--- src/rtl/regfile_pkg.sv ---
// Shared types and defaults for the register-file writeback controller.
package regfile_pkg;

    localparam int DEF_WORD       = 4;
    localparam int DEF_WIDTH      = 8;
    localparam int DEF_ADDR_WIDTH = 4;

    function automatic int pc_index(input int aw);
        return (1 << aw) - 1;
    endfunction

    localparam logic [DEF_ADDR_WIDTH-1:0] PC_ADDR = DEF_ADDR_WIDTH'(pc_index(DEF_ADDR_WIDTH));

    typedef struct packed {
        logic [DEF_ADDR_WIDTH-1:0]         addr;
        logic [DEF_WORD*DEF_WIDTH-1:0]     data;
        logic                              branch;
    } wb_entry_t;

endpackage

--- src/rtl/wb_fifo.sv ---
// Pending-request FIFO: storage, wrapping pointers and occupancy, with a
// per-slot valid view so the parent can search the queued entries.
module wb_fifo
    import regfile_pkg::*;
#(
    parameter int  DEPTH   = 4,
    parameter type entry_t = wb_entry_t,
    localparam int PW      = $clog2(DEPTH),
    localparam int CW      = PW + 1
) (
    input  logic                 clk,
    input  logic                 reset,
    input  logic                 flush,
    input  logic                 push_i,
    input  logic                 pop_i,
    input  entry_t               entry_i,
    output entry_t               head_o,
    output logic [CW-1:0]        count_o,
    output entry_t [DEPTH-1:0]   entries_o,
    output logic [DEPTH-1:0]     valid_o
);

    entry_t [DEPTH-1:0] mem_q;
    logic   [PW-1:0]    rd_q;
    logic   [PW-1:0]    wr_q;
    logic   [CW-1:0]    count_q;

    // NOTE: sequential state is always assigned with <= so every flop samples pre-edge values.
    always_ff @(posedge clk) begin
        if (reset || flush) begin
            rd_q    <= '0;
            wr_q    <= '0;
            count_q <= '0;
        end else begin
            if (push_i) wr_q <= wr_q + 1'b1;
            if (pop_i)  rd_q <= rd_q + 1'b1;
            count_q <= count_q + CW'(push_i) - CW'(pop_i);
        end
    end

    // NOTE: storage is deliberately not reset; the valid view below masks stale slots.
    always_ff @(posedge clk) begin
        if (push_i) mem_q[wr_q] <= entry_i;
    end

    always_comb begin
        for (int i = 0; i < DEPTH; i++) begin
            valid_o[i] = {1'b0, PW'(i) - rd_q} < count_q;
        end
    end

    assign head_o    = mem_q[rd_q];
    assign count_o   = count_q;
    assign entries_o = mem_q;

endmodule

--- src/rtl/regfile_wb_ctrl.sv ---
// Writeback controller: queues register writes / PC-relative branches and
// issues one per cycle. Hazard flags exist only with REGFILE_WB_SCOREBOARD_EN.
module regfile_wb_ctrl
    import regfile_pkg::*;
#(
    parameter int  WORD       = DEF_WORD,
    parameter int  WIDTH      = DEF_WIDTH,
    parameter int  ADDR_WIDTH = DEF_ADDR_WIDTH,
    parameter int  DEPTH      = 4,
    localparam int DW         = WORD * WIDTH,
    localparam int CW         = $clog2(DEPTH) + 1
) (
    input  logic                  clk,
    input  logic                  reset,
    input  logic                  req_valid,
    output logic                  req_ready,
    input  logic [ADDR_WIDTH-1:0] req_addr,
    input  logic [DW-1:0]         req_data,
    input  logic                  req_branch,
    input  logic                  flush,
    output logic                  we,
    output logic [ADDR_WIDTH-1:0] wa,
    output logic [DW-1:0]         wd,
    output logic                  ib,
    output logic [DW-1:0]         bv,
    input  logic [ADDR_WIDTH-1:0] chk1,
    input  logic [ADDR_WIDTH-1:0] chk2,
    output logic                  busy1,
    output logic                  busy2,
    output logic [CW-1:0]         count
);

    typedef struct packed {
        logic [ADDR_WIDTH-1:0] addr;
        logic [DW-1:0]         data;
        logic                  branch;
    } entry_t;

    entry_t               head;
    entry_t [DEPTH-1:0]   fifo_entries;
    logic   [DEPTH-1:0]   fifo_valid;
    logic                 push;
    logic                 pop;

    assign req_ready = (count < CW'(DEPTH)) && !reset;
    assign push      = req_valid && req_ready && !flush;
    assign pop       = (count != '0);

    wb_fifo #(.DEPTH(DEPTH), .entry_t(entry_t)) u_fifo (
        .clk       (clk),
        .reset     (reset),
        .flush     (flush),
        .push_i    (push),
        .pop_i     (pop),
        .entry_i   ('{addr: req_addr, data: req_data, branch: req_branch}),
        .head_o    (head),
        .count_o   (count),
        .entries_o (fifo_entries),
        .valid_o   (fifo_valid)
    );

    logic                  we_q, we_d;
    logic                  ib_q, ib_d;
    logic [ADDR_WIDTH-1:0] wa_q, wa_d;
    logic [DW-1:0]         wd_q, wd_d;
    logic [DW-1:0]         bv_q, bv_d;

    // NOTE: every always_comb output gets a default first, so no path can infer a latch.
    always_comb begin
        we_d = 1'b0;
        ib_d = 1'b0;
        wa_d = wa_q;
        wd_d = wd_q;
        bv_d = bv_q;
        if (pop && !flush) begin
            if (head.branch) begin
                ib_d = 1'b1;
                bv_d = head.data;
            end else begin
                we_d = 1'b1;
                wa_d = head.addr;
                wd_d = head.data;
            end
        end
    end

    always_ff @(posedge clk) begin
        if (reset) begin
            we_q <= 1'b0;
            ib_q <= 1'b0;
            wa_q <= '0;
            wd_q <= '0;
            bv_q <= '0;
        end else begin
            we_q <= we_d;
            ib_q <= ib_d;
            wa_q <= wa_d;
            wd_q <= wd_d;
            bv_q <= bv_d;
        end
    end

    assign we = we_q;
    assign ib = ib_q;
    assign wa = wa_q;
    assign wd = wd_q;
    assign bv = bv_q;

`ifdef REGFILE_WB_SCOREBOARD_EN
    localparam logic [ADDR_WIDTH-1:0] PC = ADDR_WIDTH'(pc_index(ADDR_WIDTH));

    // A branch only ever targets the PC, whatever address it carried.
    function automatic logic hit(input logic [ADDR_WIDTH-1:0] chk, input entry_t e);
        return e.branch ? (chk == PC) : (chk == e.addr);
    endfunction

    always_comb begin
        busy1 = (we_q && (wa_q == chk1)) || (ib_q && (chk1 == PC));
        busy2 = (we_q && (wa_q == chk2)) || (ib_q && (chk2 == PC));
        for (int i = 0; i < DEPTH; i++) begin
            if (fifo_valid[i]) begin
                busy1 = busy1 | hit(chk1, fifo_entries[i]);
                busy2 = busy2 | hit(chk2, fifo_entries[i]);
            end
        end
    end
`else
    logic unused_sb;
    assign unused_sb = ^{fifo_entries, fifo_valid, chk1, chk2};
    assign busy1     = 1'b0;
    assign busy2     = 1'b0;
`endif

endmodule

--- config.mk ---
export PLATFORM = sky130hd
export DESIGN_NAME = regfile_wb_ctrl
export DESIGN_NICKNAME = d
export VERILOG_FILES = /design/src/rtl/regfile_pkg.sv /design/src/rtl/wb_fifo.sv /design/src/rtl/regfile_wb_ctrl.sv
export SDC_FILE = /design/constraint.sdc
export NUM_CORES = 1
export LEC_CHECK = 0
export BUFFER_PORTS_ARGS = -buffer_cell sky130_fd_sc_hd__buf_2
export CAP_MARGIN = 20
export CORE_MARGIN = 8
export CORE_UTILIZATION = 50
export DETAILED_ROUTE_END_ITERATION = 8
export HOLD_SLACK_MARGIN = 0.03
export PLACE_DENSITY_LB_ADDON = 0.12
export SLEW_MARGIN = 20
export SYNTH_ARGS = -nofsm -noshare
export SYNTH_HDL_FRONTEND = slang
export SYNTH_HIERARCHICAL = 1
export SYNTH_SLANG_ARGS = --single-unit
--- constraint.sdc ---
create_clock -name clk -period 6.92 [get_ports clk]
set_clock_uncertainty 0.15 [all_clocks]
set_input_delay 0.346 -clock clk [delete_from_list [all_inputs] [get_ports clk]]
set_output_delay 0.346 -clock clk [all_outputs]
set_load 0.02 [all_outputs]
==> Word-level counts from Yosys, hierarchy flattened <==
Index checks and enable logic that the tools add are counted.
{ "op_classes": {"add_sub_neg": 4, "order_cmp": 4, "muxes": 7, "bitwise": 2, "n_reduce_logical": 12} }
{ "ops": {"columns": ["cell", "n"], "rows": [
  ["$bwmux W148", 1],
  ["$bmux W37 S2", 1],
  ["$demux W37 S2", 1],
  ["$mux W37", 2],
  ["$lt A2 B3 Y1 const B", 2],
  ["$logic_and A1 B1 Y1", 5],
  ["$add A2 B1 Y2 const B", 2],
  ["$reduce_and A2 Y1", 2],
  ["$add A3 B1 Y3", 1],
  ["$lt A3 B3 Y1 const B", 1],
  ["$reduce_bool A3 Y1", 1],
  ["$sub A3 B1 Y3", 1],
  ["$ge A2 B1 Y1 const B", 1],
  ["$logic_not A1 Y1", 2],
  ["$mux W1", 2],
  ["$not A1 Y1", 2],
  ["$reduce_or A2 Y1", 1],
  ["$logic_or A1 B1 Y1", 1]
]} }
{ "totals": {"register_bits": 225, "in_bits": 49, "output_inout_bits": 76, "elab_cells": 49} }

==> Logic depth before layout (Yosys ltp) <==
Gate-level depths: netlist of the first run.
{ "logic_depth": {"depth_word": 6, "ltp_mapped": 10, "depth_no_buf": 10} }

==> By module <==
Netlist of the first run, hierarchy kept.
{ "by_module_without_submodules": {"columns": ["mod", "instances", "cells_each", "area_each_um2", "seq_area_each_um2"], "rows": [
  ["wb_fifo", 1, 252, 5889.4, 4584.4],
  ["regfile_wb_ctrl", 1, 275, 2931.6, 1401.3]
]} }

==> Worst setup path before layout of the first run <==
Ideal clock, no wire load.
{ "synth_path": {"path_type": "in2reg", "startpoint": "input port reset", "endpoint": "register u_fifo.mem_q, in the netlist u_fifo/entries_o[0], enable pin", "setup_time_ns": 0.398, "arrival_ns": 2.613, "t_required_ns": 6.372, "path_slack_ns": 3.759, "stages": 5, "n_path_buf": 3, "path_cell_list": "buf_2 -> clkbuf_1 -> clkbuf_1 -> nor4b_1 -> and2_1"} }
{ "synth_via": {"elab_chain_len": 4} }
{ "synth_lines": {"columns": ["item", "line_no", "source"], "rows": [
  ["from (decl)", "regfile_wb_ctrl.sv:14", "input logic reset,"],
  ["$logic_not A1 Y1", "regfile_wb_ctrl.sv:45", "assign req_ready = (count < CW'(DEPTH)) && !reset;"],
  ["$logic_and A1 B1 Y1", "regfile_wb_ctrl.sv:45", null],
  ["$logic_and A1 B1 Y1 (2 in series)", "regfile_wb_ctrl.sv:46", "assign push = req_valid && req_ready && !flush;"],
  ["via push", "regfile_wb_ctrl.sv:42", "logic push;"],
  ["to (signal, indexed assignment)", "wb_fifo.sv:43", "if (push_i) mem_q[wr_q] <= entry_i;"],
  ["to (decl)", "wb_fifo.sv:23", "entry_t [DEPTH-1:0] mem_q;"]
]} }
The timed path passes the listed nets, and every way through them passes these cells.
A chain may end at the register's enable or synchronous reset.

==> results of run 1 <==
==> stage by stage <==
step | power, mW | setup slack (ps) | utilization
5_1_grt | 3.530 | 3856 | 0.6122
4_1_cts | 3.430 | 3779 | 0.6101
2_1_floorplan | 2.060 | 3759 | -
6_report | 3.385 | 4063 | 0.6122
3_3_place_gp | 2.171 | 3443 | 0.5448
3_5_place_dp | 2.188 | 3257 | 0.5449
==> metal layers <==
metal  up-vias  share of wire
met5         -              0
met4         0          0.019
met2       105           0.51
met1      2349           0.43
li1       2160              -
met3        23          0.049
==> worst paths after layout <==
path | startpoint | to | slack, ps | cells past startpoint
hold reg to reg | wd[3] | wd[3] | 320 | 2
hold / removal | flush | wa[3] | 110 | 3
setup / recovery | u_fifo/rd_q[0] | wd[18] | 4060 | 3
setup reg to reg | u_fifo/rd_q[0] | wd[18] | 4060 | 3
==> power breakdown <==
part	switching, mW	total (mW)	internal, mW
Clock	0.479	1.22	0.741
Sequential	0.0856	1.60	1.51
Combinational	0.292	0.564	0.272
==> sequential cells by signal, indices dropped and copies added, names as in the netlist <==
name and cells:
u_fifo/entries_o 148, bv 32, wd 32, wa 4, u_fifo/count_o 3, u_fifo/rd_q 2
u_fifo/wr_q 2, ib 1, we 1
==> cell usage in the layout (no fill, tap or decap) <==
cell type	count
nor3_2	2
nand2_2	1
or2_2	1
nand2b_1	104
inv_2	1
clkinv_1	4
buf_4	3
dlygate4sd3_1	37
dfxtp_4	1
nor2b_1	1
clkbuf_1	4
mux4_1	1
dfxtp_1	75
dfxtp_2	1
nand2_1	1
and2_4	2
mux4_2	36
buf_2	114
buf_16	1
mux2i_1	69
fa_1	1
ha_1	6
edfxtp_1	148
clkinvlp_4	1
bufinv_16	3
inv_1	8
xnor2_1	5
nor2_1	10
clkbuf_8	2
conb_1	2
clkbuf_16	23
or3_2	1
and2_2	3
clkinv_2	4
nor4b_2	1
==> timing repair <==
| item | CTS | global route |
|---|---|---|
| setup buffers | 0 | 0 |
| hold endpoints to repair | 148 | 0 |
| hold buffers | 37 | 0 |
| gates resized for setup | 0 | 0 |
==> layout make-up <==
class | instances | area, um2
Inverter | 9 | 33.78
Fill cell | 1363 | 6661
Multi-Input combinational cell | 247 | 2467
Clock buffer | 29 | 618.1
Sequential cell | 225 | 5991
Tap cell | 225 | 281.5
Timing Repair Buffer | 155 | 991.0
Clock inverter | 12 | 132.6
==> worst reg2reg max path: stages (launching register included) <==
cell	delay [ps]
dfxtp_4	890
mux4_2	650
or3_2	800
mux2i_1	220
==> out/metrics.cfg, run 1 <==
[status]
outcome=finished clean

[critical_path]
critical-path-slowest-cell=dfxtp_4
critPathLaunchType=flop
cp_cell_sequence=mux4_2 -> or3_2 -> mux2i_1
worstPathMaxFanout=39
crit_family=flip-flops
endpoint_kind=flop
cp.required_ps=7110
critPathArrivalTime_ps=3050
crit_buf_inv=0
cpPeakStageDelay_ps=890
crit_type=reg -> reg

[global_route]
track_usage=0.1559
grt_pass1_vias=5002
antenna_found_initial=0
met2_usage=0.2700
gr-usage-met3=0.03118
gr-usage-met1=0.1959
grt_max_degree=110
grt-ovfl-total=0
grt_busiest_layer=met2
grt_pass1_wl_um=26850

[cts]
htreeDepth=1
clk_pin_slew_ps=60
cts_root_buffer=clkbuf_16
cts_buffers=23
worst_skew_pair.late_latency_ps=490
clock_sink_count=225
clk_path_buf_depth=3
cts_tree=yes

[sta]
tightestPinTransition_ps=1093
hold_violations=0
max_freq_mhz=350.0
slew_viol_final=0
period_needed_ps=2857
finalCritPeriodShare=0.4128
slew_headroom=0.2713
rsz0062_at_grt=false
setup_tns_ps=0
hold_ws_ps=109.7
setup_viol=0

[pwr]
leakagePower_nw=3.971
power_density_nw_per_um2=321.9
peakVddDrop_v=0.0001958

[placed_design]
place_hpwl_um=10110
gp_congestion=0.6991
placed_area_um2=9359
portBuffers=114
dp.cells=823

[logic_synthesis]
syn_inst=511
yosysWarningCount=6
synthesis.area_um2=8702
avgSynthCellArea_um2=17.03

[floorplanning]
die_x_um=147.9
die_y_um=147.9
num_rows=48
design.core.area_um2=17180
io_pins=125
dieArea_um2=21880
start_util=0.5066

[route]
first_iter_violations=244
wl_per_cell_um=18.83
first_pass_iters=5
ant_nets=0
vias_per_cell=5.141
remaining_drc_errors=0
vias=4637
wl_um=16980

[final_layout]
diodes=0
drive_gt1_frac=0.2969
area_growth_pct=20.83
fin_nets=717
fin_area_um2=10520
final_cells=902

[worst_hold_path]
min_path_type=in -> reg

[job]
max_cap_violations=0

No activity file was read; power rests on OpenSTA's default activity.
==> run 2, diff against run 1 <==
ABC_AREA = 1   (was default)
clock period = 2.7 ns   (was 6.92 ns; I/O delays follow)
==> run 2 against run 1 <==
Effect of this change: fmax is 24% higher; core utilization shrank 1.0 points; sequential power increased to 2.7 times the previous value; flip-flop and latch count stayed put; power rose to 3.5 times the previous value; critical endpoint is now wd[6]; register-to-register slack lost 3700 ps; sequential share of layout area fell by 5.7 points; final area is 11% higher; first-iteration DRC count grew 25%; critical path depth increased by 5; combinational power grew to 7.9 times the previous value.
==> out/metrics.cfg, run 2 <==
[final_layout]
final_common_cell=inv_1
drive_gt1_frac=0.2213  ; -0.07556
fin_area_um2=11680  ; +11%
fin_nets=1173  ; +64%
largest_reg_flops=148  ; unchanged
final_cells=1399  ; +55%
area_growth_pct=18.19
mostFrequentLayoutCells=inv_1 (187), nand2_1 (153), edfxtp_1 (148)
diodes=0  ; unchanged

[sta]
fin_ws_ps=405.3  ; -3658 ps
max_freq_mhz=435.8  ; +24%
finalCritPeriodShare=0.8499  ; +0.4370
rsz0062_at_grt=false
tightestPinTransition_ps=722.0  ; -371.0 ps
setup_viol=0  ; unchanged
slew_headroom=0.5187  ; +0.2473
hold_violations=0  ; unchanged
setup_tns_ps=0  ; unchanged
period_needed_ps=2295  ; -562.1 ps
slew_viol_final=0  ; unchanged

[placed_design]
place_ws_ps=383.9  ; -2873 ps
portBuffers=114  ; unchanged
place_hpwl_um=13150  ; +30%
gp_congestion=0.7300  ; +4.4%
placed_area_um2=10550  ; +13%
dp.cells=1316  ; +60%

[global_route]
track_usage=0.1758  ; +0.01990
grt_max_degree=74  ; -33%
grt-ovfl-total=0  ; unchanged
grt_pass1_vias=6408  ; +28%
grt_pass1_wl_um=34240  ; +28%
antenna_found_initial=0  ; unchanged

[logic_synthesis]
synthesis.area_um2=9879  ; +14%
yosysWarningCount=6  ; unchanged
avgSynthCellArea_um2=10.08  ; -41%
syn_inst=980  ; +92%

[cts]
cts_root_buffer=clkbuf_16
clk_pin_slew_ps=60  ; about the same
cts_tree=yes
worst_skew_pair.late_latency_ps=510  ; +20 ps
clk_path_buf_depth=3  ; unchanged
ctsResizeCount=0  ; unchanged
cts_buffers=24  ; +4.3%
cts_hold_buf=40  ; +8.1%
cts_setup_buffers=0  ; unchanged
htreeDepth=1  ; unchanged
clock_sink_count=225  ; unchanged

[route]
first_pass_iters=4  ; -1
vias=6764  ; +46%
remaining_drc_errors=0  ; unchanged
ant_nets=0  ; unchanged
first_iter_violations=304  ; +25%
vias_per_cell=4.835  ; -6.0%
wl_um=21510  ; +27%
wl_per_cell_um=15.38  ; -18%

[critical_path]
r2r-start=u_fifo/rd_q[1]
rrSetupSlack_ps=410  ; -3660 ps
cpPeakStageDelay_ps=400  ; -490 ps
r2r_end=wd[6]
cp.required_ps=3000  ; -4110 ps
crit_buf_inv=3  ; +3
crit_family=simple AND/OR/NAND/NOR gates
critical-path-slowest-cell=nand4_2
cp_cell_sequence=inv_2 -> nand3_1 -> nand4_2 -> inv_4 -> nand3_4 -> nand2_1 -> inv_1 -> nor2_1
critPathArrivalTime_ps=2590  ; -460 ps
worstPathMaxFanout=37  ; -5.1%
crit_type=reg -> reg
critPathLaunchType=flop
reg2reg_depth=8  ; +5
endpoint_kind=flop

[job]
max_cap_violations=0  ; unchanged

[floorplanning]
num_rows=51  ; +6.3%
io_pins=125  ; unchanged
design.core.area_um2=19400  ; +13%
die_y_um=156.6  ; +5.8%
dieArea_um2=24510  ; +12%
start_util=0.5093  ; +0.002659
die_x_um=156.6  ; +5.8%

[worst_hold_path]
holdPathStages=2  ; -1
min_path_type=in -> reg
hp-start=req_data[25]
hold_path_end=u_fifo/entries_o[100]

[status]
outcome=finished clean

[pwr]
power_mw=11.83  ; +250%
power_density_nw_per_um2=1013  ; +210%
peakVddDrop_v=0.0007031  ; +260%
leakagePower_nw=4.979  ; +25%

## run 2: cell types whose count changed in the layout (fill, tap and decap cells not counted), moves of 8 or more
cell      previous run  this run
nand2_2              1        31
nand2b_1           104         0
nand3_1              0        75
mux2i_1             69         0
nand3_2              0        38
inv_1                8       187
nand4_2              0         8
nand2_1              1       153
nand4_1              0        97
buf_4                3        15
nor2_1              10        77
mux4_2              36         0
## run 2: layer usage
metal	vias to the layer above	global-route usage	routed length (um)
li1	3477	-	-
met1	3115	0.2486	10300
met2	151	0.2765	9697
met3	21	0.03530	1242
met4	0	0.03432	276
met5	-	0	0
## run 2: worst max path at each step
stage	startpoint	endpoint	slack, ps	cells past startpoint
6_report	u_fifo/rd_q[1]	wd[6]	410	8
5_1_grt	u_fifo/rd_q[1]	wd[30]	120	8
4_1_cts	u_fifo/rd_q[1]	wd[13]	360	8
3_5_place_dp	u_fifo/rd_q[1]	wd[13]	380	8
3_3_place_gp	u_fifo/rd_q[1]	wd[14]	430	8
2_1_floorplan	u_fifo/count_o[2]	u_fifo/entries_o[0]	260	5
## run 2: through the flow
| stage | utilization | hold WS, ps |
|---|---|---|
| 3_3_place_gp | 0.5440 | 200.7 |
| 2_1_floorplan | - | 57.38 |
| 6_report | 0.6019 | 213.4 |
| 5_1_grt | 0.6019 | 205.7 |
| 4_1_cts | 0.6019 | 193.2 |
| 3_5_place_dp | 0.5440 | 201.8 |
## run 2: cell type report
type	instances	area, um2
fillers	1724	7722
flip-flops and latches	225	5987
clock buffers	36	655.6
multi-input cells	500	2725
clock inverters	7	67.56
well taps	265	331.6
inverters	192	725.7
repair buffers	174	1184
## run 2: where the power goes
part	total, mW	internal (mW)	switching [mW]
combinational	4.46	1.33	3.13
sequential	4.34	4.09	0.248
clock	3.03	1.77	1.26
==> run 3, diff against run 2 <==
ABC_AREA = 0   (was 1)
clock period = 1.95 ns   (was 2.7 ns; I/O delays follow)
==> run 3 against run 2 <==
Effect of this change: clock power grew 58%; via count shrank 31%; the run now ends with negative setup slack left; sequential power grew 28%; die area down 11%; non-clock buffer count grew 3; final area is 5.7% lower; clock-buffer cell count is 6 lower; highest routed layer unchanged; flip-flop and latch count is the same; largest cell class unchanged; global-route usage down 1.8 points; critical endpoint is now u_fifo/count_o[2]; core utilization up 3.9 points; register-to-register slack worse by 480 ps; critical path depth grew 2.
==> out/metrics.cfg, run 3 (same netlist as run 1, synthesis figures left out) <==
[cts]
cts_setup_buffers=0  ; unchanged
cts_root_buffer=clkbuf_16
worst_skew_pair.late_latency_ps=510  ; about the same
clock_sink_count=225  ; unchanged
clk_path_buf_depth=3  ; unchanged
htreeDepth=1  ; unchanged
cts_buffers=24  ; unchanged
cts_tree=yes
clk_pin_slew_ps=60  ; about the same

[status]
outcome=finished with violations
violations=negative setup slack

[route]
first_pass_iters=6  ; +2
wl_per_cell_um=18.47  ; +20%
vias=4678  ; -31%
vias_per_cell=5.046  ; +4.4%
ant_nets=0  ; unchanged
first_iter_violations=193  ; -37%
wl_um=17120  ; -20%
remaining_drc_errors=0  ; unchanged

[critical_path]
r2r_end=u_fifo/count_o[2]
reg2reg_depth=10  ; +2
crit_buf_inv=3  ; unchanged
endpoint_kind=flop
crit_path_start=u_fifo/count_o[1]
crit_family=adder cells
worstPathMaxFanout=2  ; -95%
critPathArrivalTime_ps=2250  ; -340 ps
cpPeakStageDelay_ps=350  ; -50 ps
critPathLaunchType=flop
cp_cell_sequence=nor3_4 -> inv_2 -> ha_4 -> inv_4 -> ha_4 -> inv_2 -> fa_2 -> xnor2_2 -> xnor2_1 -> nor2_1
cp_num_cells=10  ; +2
crit_type=reg -> reg
r2r-start=u_fifo/count_o[1]
cp.required_ps=2180  ; -820 ps
endpoint=u_fifo/count_o[2]
rrSetupSlack_ps=-70  ; -480 ps
critical-path-slowest-cell=dfxtp_4

[final_layout]
fin_area_um2=11020  ; -5.7%
mostFrequentLayoutCells=edfxtp_1 (148), buf_2 (114), nand2b_1 (104)
drive_gt1_frac=0.3405  ; +0.1191
diodes=0  ; unchanged
ff_latch_area_um2=6000  ; +0.21%
final_common_cell=edfxtp_1
fill_cells=1243  ; -28%
multi_input_area_um2=2540  ; -6.8%
fin_nets=740  ; -37%
largest_reg_flops=148  ; unchanged
area_growth_pct=26.59

[pwr]
p_comb_frac=0.195  ; -0.182
p_clk_frac=0.373  ; +0.117
power_density_nw_per_um2=1166  ; +15%
peakVddDrop_v=0.0008668  ; +23%
sequentialPowerShare=0.432  ; +0.065
leakagePower_nw=4.193  ; -16%
p_sw_mw=3.218  ; -31%
intPower_mw=9.627  ; +34%
swShare=0.2506  ; -0.1413

[placed_design]
gp_congestion=0.6960  ; -4.7%
portBuffers=114  ; unchanged
placed_area_um2=9701  ; -8.1%
place_hpwl_um=10780  ; -18%

[sta]
tightestPinTransition_ps=840.7  ; +118.7 ps
hold_violations=0  ; unchanged
setup_viol=1  ; +1
setup_tns_ps=-72.80  ; -72.80 ps
fin_ws_ps=-72.80  ; -478.1 ps
slew_headroom=0.4395  ; -0.07913
max_freq_mhz=494.4  ; +13%
finalCritPeriodShare=1.037  ; +0.1875
rsz0062_at_grt=true
period_needed_ps=2023  ; -271.9 ps
slew_viol_final=0  ; unchanged

[global_route]
antenna_found_initial=0  ; unchanged
grt_pass1_wl_um=27580  ; -19%
track_usage=0.1582  ; -0.01766
grt_pass1_vias=5218  ; -19%
grt_max_degree=109  ; +47%
grt-ovfl-total=0  ; unchanged

[floorplanning]
design.core.area_um2=17180  ; -11%
die_y_um=147.9  ; -5.5%
io_pins=125  ; unchanged
start_util=0.5066  ; -0.002659
die_x_um=147.9  ; -5.5%
num_rows=48  ; -5.9%
dieArea_um2=21880  ; -11%

[job]
max_cap_violations=0  ; unchanged

[worst_hold_path]
min_path_type=in -> reg

-- run 3: cell types whose count changed in the layout (fill, tap and decap cells not counted), sizes merged, moves of 5 or more --
cell / delta
nor2: -69
mux4: +37
and2: +5
nand4: -105
clkbuf: -5
nand2b: +104
mux2i: +69
nand3: -114
nand2: -183
inv: -183
-- run 3: power groups by stage --
stage,combinational (mW),sequential [mW],clock (mW)
3_3_place_gp,2.32,5.63,0
4_1_cts,2.50,5.55,4.90
2_1_floorplan,1.52,5.92,0
6_report,2.51,5.55,4.79
5_1_grt,2.73,5.58,5.08
3_5_place_dp,2.39,5.65,0
-- run 3: worst min-delay path: cells and delay by family --
family        cells  cell delay [ps]
buf+inv           2              450
simple gates      1              190
-- run 3: repair_timing --
item                                   CTS  global route
resized for setup                        2             4
hold buffers                            40             0
cloned                                   0             1
setup endpoints to repair                2            30
endpoints found under the hold margin  156             0
pin swaps                                5             1
-- run 3: how the worst min path moves through the flow --
| stage | endpoint | slack, ps | cells after the start | from |
|---|---|---|---|---|
| global placement | u_fifo/entries_o[18] | 160 | 1 | req_data[17] |
| floorplan | u_fifo/entries_o[0] | 50 | 0 | req_branch |
| global route | u_fifo/entries_o[61] | 180 | 2 | req_data[23] |
| CTS | we | 160 | 3 | reset |
| finish | we | 150 | 3 | reset |
| detailed placement | u_fifo/entries_o[49] | 160 | 1 | req_data[11] |
-- run 3: per-layer routing --
metal / vias to the layer above / wire [um] / global-route usage
li1: 2213 / - / -
met1: 2358 / 6999 / 0.1854
met2: 88 / 9063 / 0.2862
met3: 19 / 803 / 0.03730
met4: 0 / 253 / 0.03927
met5: - / 0 / 0
-- run 3: through the flow --
| stage | power, mW | util | hold slack [ps] | instances | worst slack, ps |
|---|---|---|---|---|---|
| after global routing | 13.39 | 0.6413 | 179.2 | 927 | -162.5 |
| after CTS | 12.95 | 0.6387 | 160.1 | 926 | -99.85 |
| after global placement | 7.947 | 0.5648 | 156.4 | 842 | -64.41 |
| after floorplan | 7.437 | - | 46.37 | 512 | -166.0 |
| final | 12.85 | 0.6413 | 150.4 | 927 | -72.80 |
| after detailed placement | 8.032 | 0.5648 | 164.6 | 842 | -147.4 |
-- run 3: area by class of cell --
class                      instances  share of cell area
inverter                           9            0.003294
clock buffer                      30             0.06224
multi-input combinational        247              0.2306
timing repair buffer             177              0.1179
tap                              225             0.02556
sequential                       225              0.5446
clock inverter                    14             0.01579
